$ cat src/rtl/any1_tlb_walker.sv
// Hardware page-table walker: on a TLB miss edge, read one 64-bit PTE and write it into a 4-way TLB.
// Latency: miss edge -> cyc_o next cycle; ack -> wrtlb_o next cycle -> done_o the cycle after.
// Backpressure: the bus stalls the walk until ack/err or timeout; one extra miss is held pending while busy.
//
// Ports: clk_i/rst_i (sync, active-high); tlbmiss_i, miss_adr_i, asid_i, ptbr_i walk inputs;
//        cyc_o/stb_o/adr_o/ack_i/err_i/dat_i read-only bus; wrtlb_o/tlbadr_o/tlbdat_o TLB write port;
//        busy_o, done_o, fault_o status.
module any1_tlb_walker #(
    parameter int AWID = 32,
    parameter int TMO  = 255
) (
    input  logic            clk_i,
    input  logic            rst_i,
    input  logic            tlbmiss_i,
    input  logic [AWID-1:0] miss_adr_i,
    input  logic [7:0]      asid_i,
    input  logic [AWID-1:0] ptbr_i,
    output logic            cyc_o,
    output logic            stb_o,
    output logic [AWID-1:0] adr_o,
    input  logic            ack_i,
    input  logic            err_i,
    input  logic [63:0]     dat_i,
    output logic            wrtlb_o,
    output logic [11:0]     tlbadr_o,
    output logic [63:0]     tlbdat_o,
    output logic            busy_o,
    output logic            done_o,
    output logic            fault_o
);

    localparam int TW = $clog2(TMO + 1);
    localparam logic [TW-1:0] TMO_LAST = TW'(TMO - 1);

    typedef enum logic [2:0] {ST_IDLE, ST_READ, ST_WRITE, ST_DONE, ST_FAULT} state_t;

    state_t           state_q, state_d;
    logic             miss_prev_q;
    logic             pend_q, pend_d;
    logic [AWID-15:0] vpn_q, vpn_d;          // miss_adr[AWID-1:14]
    logic [7:0]       asid_q, asid_d;
    logic [1:0]       way_q, way_d;
    logic [TW-1:0]    tmo_cnt_q, tmo_cnt_d;
    logic             cyc_q, cyc_d;
    logic [AWID-1:0]  adr_q, adr_d;
    logic             wrtlb_q, wrtlb_d;
    logic [11:0]      tlbadr_q, tlbadr_d;
    logic [63:0]      tlbdat_q, tlbdat_d;
    logic             busy_q, busy_d;
    logic             done_q, done_d;
    logic             fault_q, fault_d;

    logic             req;
    logic [AWID-1:0]  pte_off;
    logic [7:0]       vpn_hi8;
    logic             unused_bits;

    assign req         = tlbmiss_i & ~miss_prev_q;
    // Each PTE is 8 bytes, one per 16 KiB page.
    assign pte_off     = AWID'({miss_adr_i[AWID-1:14], 3'b000});
    assign vpn_hi8     = 8'(vpn_q[AWID-15:10]);
    assign unused_bits = ^{miss_adr_i[13:0], dat_i[63:56], dat_i[54:53], dat_i[39:32]};

    always_comb begin
        state_d   = state_q;
        pend_d    = pend_q;
        vpn_d     = vpn_q;
        asid_d    = asid_q;
        way_d     = way_q;
        tmo_cnt_d = tmo_cnt_q;
        cyc_d     = 1'b0;
        adr_d     = '0;
        wrtlb_d   = 1'b0;
        tlbadr_d  = tlbadr_q;
        tlbdat_d  = tlbdat_q;
        done_d    = 1'b0;
        fault_d   = 1'b0;

        // Misses seen mid-walk collapse into a single pending walk.
        if (req && state_q != ST_IDLE) pend_d = 1'b1;

        case (state_q)
            ST_IDLE: begin
                if (req || pend_q) begin
                    state_d   = ST_READ;
                    pend_d    = 1'b0;
                    vpn_d     = miss_adr_i[AWID-1:14];
                    asid_d    = asid_i;
                    tmo_cnt_d = '0;
                    cyc_d     = 1'b1;
                    adr_d     = ptbr_i + pte_off;
                end
            end
            ST_READ: begin
                if (err_i) begin
                    state_d = ST_FAULT;
                    fault_d = 1'b1;
                end else if (ack_i && dat_i[47]) begin
                    state_d  = ST_WRITE;
                    wrtlb_d  = 1'b1;
                    tlbadr_d = {way_q, vpn_q[9:0]};
                    // Dirty/accessed are cleared so the TLB re-traps on first use.
                    tlbdat_d = {asid_q, dat_i[55], 2'b00, dat_i[52:40], vpn_hi8, dat_i[31:0]};
                end else if (ack_i) begin
                    state_d = ST_FAULT;
                    fault_d = 1'b1;
                end else if (tmo_cnt_q == TMO_LAST) begin
                    state_d = ST_FAULT;
                    fault_d = 1'b1;
                end else begin
                    tmo_cnt_d = tmo_cnt_q + TW'(1);
                    cyc_d     = 1'b1;
                    adr_d     = adr_q;
                end
            end
            ST_WRITE: begin
                state_d = ST_DONE;
                done_d  = 1'b1;
                way_d   = way_q + 2'd1;
            end
            ST_DONE:  state_d = ST_IDLE;
            ST_FAULT: state_d = ST_IDLE;
            default:  state_d = ST_IDLE;
        endcase

        busy_d = (state_d != ST_IDLE);
    end

    always_ff @(posedge clk_i) begin
        if (rst_i) begin
            state_q     <= ST_IDLE;
            // A level held through reset must not look like a fresh miss afterwards.
            miss_prev_q <= tlbmiss_i;
            pend_q      <= 1'b0;
            vpn_q       <= '0;
            asid_q      <= '0;
            way_q       <= '0;
            tmo_cnt_q   <= '0;
            cyc_q       <= 1'b0;
            adr_q       <= '0;
            wrtlb_q     <= 1'b0;
            tlbadr_q    <= '0;
            tlbdat_q    <= '0;
            busy_q      <= 1'b0;
            done_q      <= 1'b0;
            fault_q     <= 1'b0;
        end else begin
            state_q     <= state_d;
            miss_prev_q <= tlbmiss_i;
            pend_q      <= pend_d;
            vpn_q       <= vpn_d;
            asid_q      <= asid_d;
            way_q       <= way_d;
            tmo_cnt_q   <= tmo_cnt_d;
            cyc_q       <= cyc_d;
            adr_q       <= adr_d;
            wrtlb_q     <= wrtlb_d;
            tlbadr_q    <= tlbadr_d;
            tlbdat_q    <= tlbdat_d;
            busy_q      <= busy_d;
            done_q      <= done_d;
            fault_q     <= fault_d;
        end
    end

    assign cyc_o    = cyc_q;
    assign stb_o    = cyc_q;
    assign adr_o    = adr_q;
    assign wrtlb_o  = wrtlb_q;
    assign tlbadr_o = tlbadr_q;
    assign tlbdat_o = tlbdat_q;
    assign busy_o   = busy_q;
    assign done_o   = done_q;
    assign fault_o  = fault_q;

endmodule

$ cat config.mk
export PLATFORM = sky130hd
export DESIGN_NAME = any1_tlb_walker
export DESIGN_NICKNAME = d
export VERILOG_FILES = /design/src/rtl/any1_tlb_walker.sv
export SDC_FILE = /design/constraint.sdc
export NUM_CORES = 1
export LEC_CHECK = 0
export ABC_CLOCK_PERIOD_IN_PS = 4650
export CORE_MARGIN = 2
export CORE_UTILIZATION = 47
export DETAILED_ROUTE_END_ITERATION = 8
export GPL_TIMING_DRIVEN = 1
export PLACE_DENSITY = 0.84
export SLEW_MARGIN = 20
export SYNTH_ARGS = -nofsm -noshare
export SYNTH_HDL_FRONTEND = slang
export SYNTH_SLANG_ARGS = --single-unit
export TNS_END_PERCENT = 30
$ cat constraint.sdc
create_clock -name clk_i -period 4.65 [get_ports clk_i]
set_input_delay 0.6975 -clock clk_i [delete_from_list [all_inputs] [get_ports clk_i]]
set_output_delay 0.6975 -clock clk_i [all_outputs]
set_load 0.005 [all_outputs]
* Word-level counts from Yosys, hierarchy flattened
Cells that the tools add are included.
Cells by class: $add $sub $neg 3, eq/ne operators 9, multiplexer cells 33, bitwise gates (word level) 4, reductions and logical operators 12
Operators with widths (number):
- 32-bit 2-to-1 mux | 5
- 32-bit one-hot mux with 2 select lines | 1
- 8-bit 2-to-1 mux | 5
- 32-bit by 21-bit adder with 32-bit output | 1
- 8-bit one-hot mux with 2 select lines | 1
- 3-bit 2-to-1 mux | 5
- 1-bit 2-to-1 mux | 14
- 2-bit inequality test, second input constant | 5
- 3-bit one-hot mux with 3 select lines | 1
- 8-bit by 1-bit adder with 8-bit output, second input constant | 1
- 8-bit equality test, second input constant | 1
- 6-bit AND reduction | 1
- 3-bit nonzero test | 2
- 5-bit inequality test, second input constant | 1
- 3-bit by 1-bit equality test with 1-bit output, second input constant | 1
- 3-bit by 2-bit equality test with 1-bit output, second input constant | 1
- 3-bit logical NOT | 1
- 1-bit inverter | 3
- 3-bit AND reduction | 1
- 3-bit OR reduction | 1
- 2-bit by 1-bit adder with 2-bit output, second input constant | 1
- 1-bit logical AND | 2
- 1-bit one-hot mux with 2 select lines | 1
- 2-bit AND reduction | 1
- other kinds (4) | 4
Storage, ports and cells: register bits 152, input port bits 141, output and inout port bits 114, logic and storage cells 76

* Logic depth before layout (Yosys ltp)
depth in word-level cells 7, gate-level depth with buffers 10, depth with buffers taken out 10

* Least setup slack after synthesis
OpenSTA, ideal clock, no wires.
path type input to register, start point input miss_adr_i[14], end point register adr_q[29] (netlist: adr_o[29]), library setup time 127 ps, arrival time 2543 ps, required time 4523 ps, setup slack 1980 ps, stages 10, buffers on the path 0, cell sequence ha_1 inv_1 fa_1 nor2b_1 o21ai_0 a21oi_1 a21o_1 a22oi_4 and3_1 or3_1
Between the ends: longest elaborated chain between the ends 3
Ends and longest elaborated chain:
- from (decl) | RTL line 15 | input logic [AWID-1:0] miss_adr_i,
- 32-bit by 21-bit adder with 32-bit output | RTL line 91 | adr_d = ptbr_i + pte_off;
- 32-bit 2-to-1 mux | RTL line 84 | if (req || pend_q) begin
- 32-bit one-hot mux with 2 select lines | RTL line 82 | case (state_q)
- to (signal assigned) | RTL line 156 | adr_q <= adr_d;
- to (decl) | RTL line 45 | logic [AWID-1:0] adr_q, adr_d;
Every way passes these cells. A chain may end at the register's enable or synchronous reset.

* Final worst setup path
Ends and elaborated chain as after synthesis.

==> out/results.txt <==
Unrepaired setup endpoints after global routing: no
Tmin final: 3090 ps
Worst slew margin: 42.3%
P_sw: 768 µW
Post-synthesis sequential area ratio: 47.2%
Worst R2R Path Depth: 5
Flop pwr share: 43.3%
H-tree lvl count: 4
FP Rows: 42
Starting Density: 48.5%
# DRC: 0
Syn avg cell area: 7.99 µm²
VDD IR-drop max: 0.214 mV
Slowest library cell on the worst path: clkdlybuf4s50_1
Pin count of the biggest net entering global routing: 87
HP Start: vpn_q[10]$_SDFFE_PP0P_
TritonCTS clock tree: yes
CP Class: input pin to flop
IO Pins: 255
Fmax: 324 MHz
Status: finished clean
Final wirelength: 17,200 µm
Cts hold-fix bufs: 0
CTS clock-pin slew for the worst setup and hold paths: 60 ps
Per-cell routed wire length: 14.4 µm
# setup viols final: 0
TritonCTS Buffers: 17
Worst hold path cell count: 2
Syn Inst Count: 807
Net Sw Frac: 24.2%
Die Y: 121 µm
Post-synthesis async set-or-reset flop share: 0%
Met2 Use GR: 40.2%
Global-route wire length before repair: 27,000 µm
Largest cells by area after synthesis: dfxtp_1, nand2_1, a21oi_1
Area of the core: 0.0133 mm²
Top FF cell, synth: dfxtp_1
Grt ovf: 0
Max Root-Sink Buffers: 2
Final-stage net count: 1,167
Post-Syn Area: 0.00644 mm²
Post-synthesis register bit count: 152
Post-DRT Antenna Nets: 0
CP required: 4940 ps
Pwr dens: 341 mW/mm²
DR vias: 6,139
Gr usage total: 23.3%
Leakage: 0.00340 µW
Pins Over Slew Limit: 0
P_int: 2400 µW
Clk_skew: 5.46 ps
Hold Crit Class: flop to flop
WHS Endpoint: tlbdat_o[32]$_SDFFE_PP0P_
Post-synth top cells: nand2_1, dfxtp_1, a21oi_1, nor2_1, o21ai_0
Endpoint class of the critical path: flop
Area growth syn-to-layout: 44.4%
GR Layer Usage met3: 5.36%
Worst-Margin Slew: 866 ps
Routing usage on met1: 27.3%
Max_cap viols: 0
Largest stage delay, worst path: 490 ps
TNS Setup: 0 ps
Worst path cell trace: clkdlybuf4s50_1 -> ha_1 -> inv_1 -> fa_1 -> nor2b_1 -> o21ai_0 -> a21oi_1 -> a21o_1 -> a22oi_4 -> and3_1 -> or3_1
Initial drt markers: 319
Die width: 121 µm
Vias in the first global route: 5,694
Most Crowded Layer GR: met2
Antenna Diode Count: 0
Routability cong.: 0.874
R2r setup slk: 2200 ps
Initial antenna violation count: 0
CP Max Fanout: 7
Clk pwr share: 42.6%
Routed vias/inst: 5.14
Post-synth EDFFs: 0
Layout cells sized above 1: 5.50%
Postcts setup bufs: 0
Clk Latency, worst-skew pair: 420 ps
Final hold violation count: 0
Root Buffer: clkbuf_16
Comb pwr share: 14.2%
Yosys Warn Count: 0
Fill cells: 1,087
CP Launch Type: input pin
Critical R2R Launch: state_q[1]$_SDFF_PP0_
Fin crit share: 66.4%
Reg2reg end: tlbdat_o[14]$_SDFFE_PP0P_
Final HPWL DP: 12,300 µm
Util after Layout: 70.0%
Share of the synthesized area in the top cell type: 47.2%
Post-synth top area cell: dfxtp_1
Synth unique cells: 57
Top-count cell post-synth: nand2_1
IO buf count: 220
CP arrival: 3380 ps
Clk sinks: 152
Die area: 0.0147 mm²
Post-cts resize count: 0
Pre-Repair DR Iteration Count: 5
## logic make-up (layout without fill, tap and decap cells)
logic type               after synthesis  in the layout  share of synthesized area [%]
multiplexers                           4              4                          0.621
buffers and inverters                 59            269                           3.98
flip-flops                           152            152                           47.2
adder cells (fa/ha/maj)               21             21                           4.19
AND/OR/NAND/NOR                      342            342                           22.2
AO/OA/AOI/OAI                        202            202                           18.2
XOR/XNOR                              26             26                           3.53
other                                  1              2                         0.0582
## flip-flops by register name, indices dropped and copies added (netlist names), 2 cells and up
register,flops
asid_q,8
tlbadr_o,12
way_q,2
state_q,3
vpn_q,18
adr_o,32
tlbdat_o,62
tmo_cnt_q,8
## worst max-delay path, delay by kind of cell
| family | cells | cell delay, ps |
|---|---|---|
| AO/OA/AOI/OAI | 4 | 850 |
| buffers and inverters | 2 | 550 |
| adder cells (fa/ha/maj) | 2 | 600 |
| AND/OR/NAND/NOR | 3 | 680 |
## stage by stage
stage               power [µW]  instance area [µm²]  hold WS (ps)  setup WS [ps]  instances
finish                    3170                 9310           449           1560       1194
global route              3310                 9310           469           1450       1194
CTS                       3200                 9310           451           1620       1194
detailed placement        1850                 8710           443           1190       1162
global placement          1840                 8710           436           1200       1162
floorplan                 1640                 6450           432           1980        808
## power groups by stage
stage / sequential (µW) / combinational (µW) / clock (µW)
finish: 1370 / 449 / 1350
global route: 1380 / 492 / 1440
CTS: 1370 / 448 / 1380
detailed placement: 1400 / 445 / 0
global placement: 1400 / 440 / 0
floorplan: 1400 / 238 / 0
## cells in the final DEF (no fill, tap or decap), types with 5 or more instances in the layout
cell type	instances
clkdlybuf4s50_1	219
a21o_1	7
nor2_1	40
xor2_1	17
and2_1	6
nor3_1	9
a21oi_1	121
a22oi_1	13
ha_1	20
inv_1	10
clkinv_2	5
or3_1	6
buf_4	8
dfxtp_1	152
nand2_1	244
nand3_1	7
clkbuf_16	17
xnor2_1	9
a211oi_1	7
o21ai_0	30
## final cells by class
class / count / area [µm²] / share of cell area [%]
sequential: 152 / 3040 / 32.7
clock inverter: 12 / 125 / 1.34
inverter: 10 / 37.5 / 0.403
clock buffer: 20 / 467 / 5.01
tap: 176 / 220 / 2.37
multi-input combinational: 597 / 3160 / 34.0
timing repair buffer: 227 / 2250 / 24.2
## per-layer routing
layer	vias up	wire, µm	part of all wire (%)
met4	0	482	2.8
li1	3114	-	-
met1	2802	7410	43
met3	37	920	5.4
met2	186	8340	49
met5	-	0	0
## worst max path at each step
stage | startpoint | end | slack, ps | cells past startpoint
global route | miss_adr_i[14] | adr_o[29]$_SDFFE_PP0P_ | 1450 | 11
global placement | miss_adr_i[14] | adr_o[29]$_SDFFE_PP0P_ | 1200 | 11
CTS | miss_adr_i[14] | adr_o[29]$_SDFFE_PP0P_ | 1620 | 11
finish | miss_adr_i[14] | adr_o[29]$_SDFFE_PP0P_ | 1560 | 11
detailed placement | miss_adr_i[14] | adr_o[29]$_SDFFE_PP0P_ | 1190 | 11
floorplan | miss_adr_i[14] | adr_o[29]$_SDFFE_PP0P_ | 1980 | 10
Power figures use the tool's default switching activity.
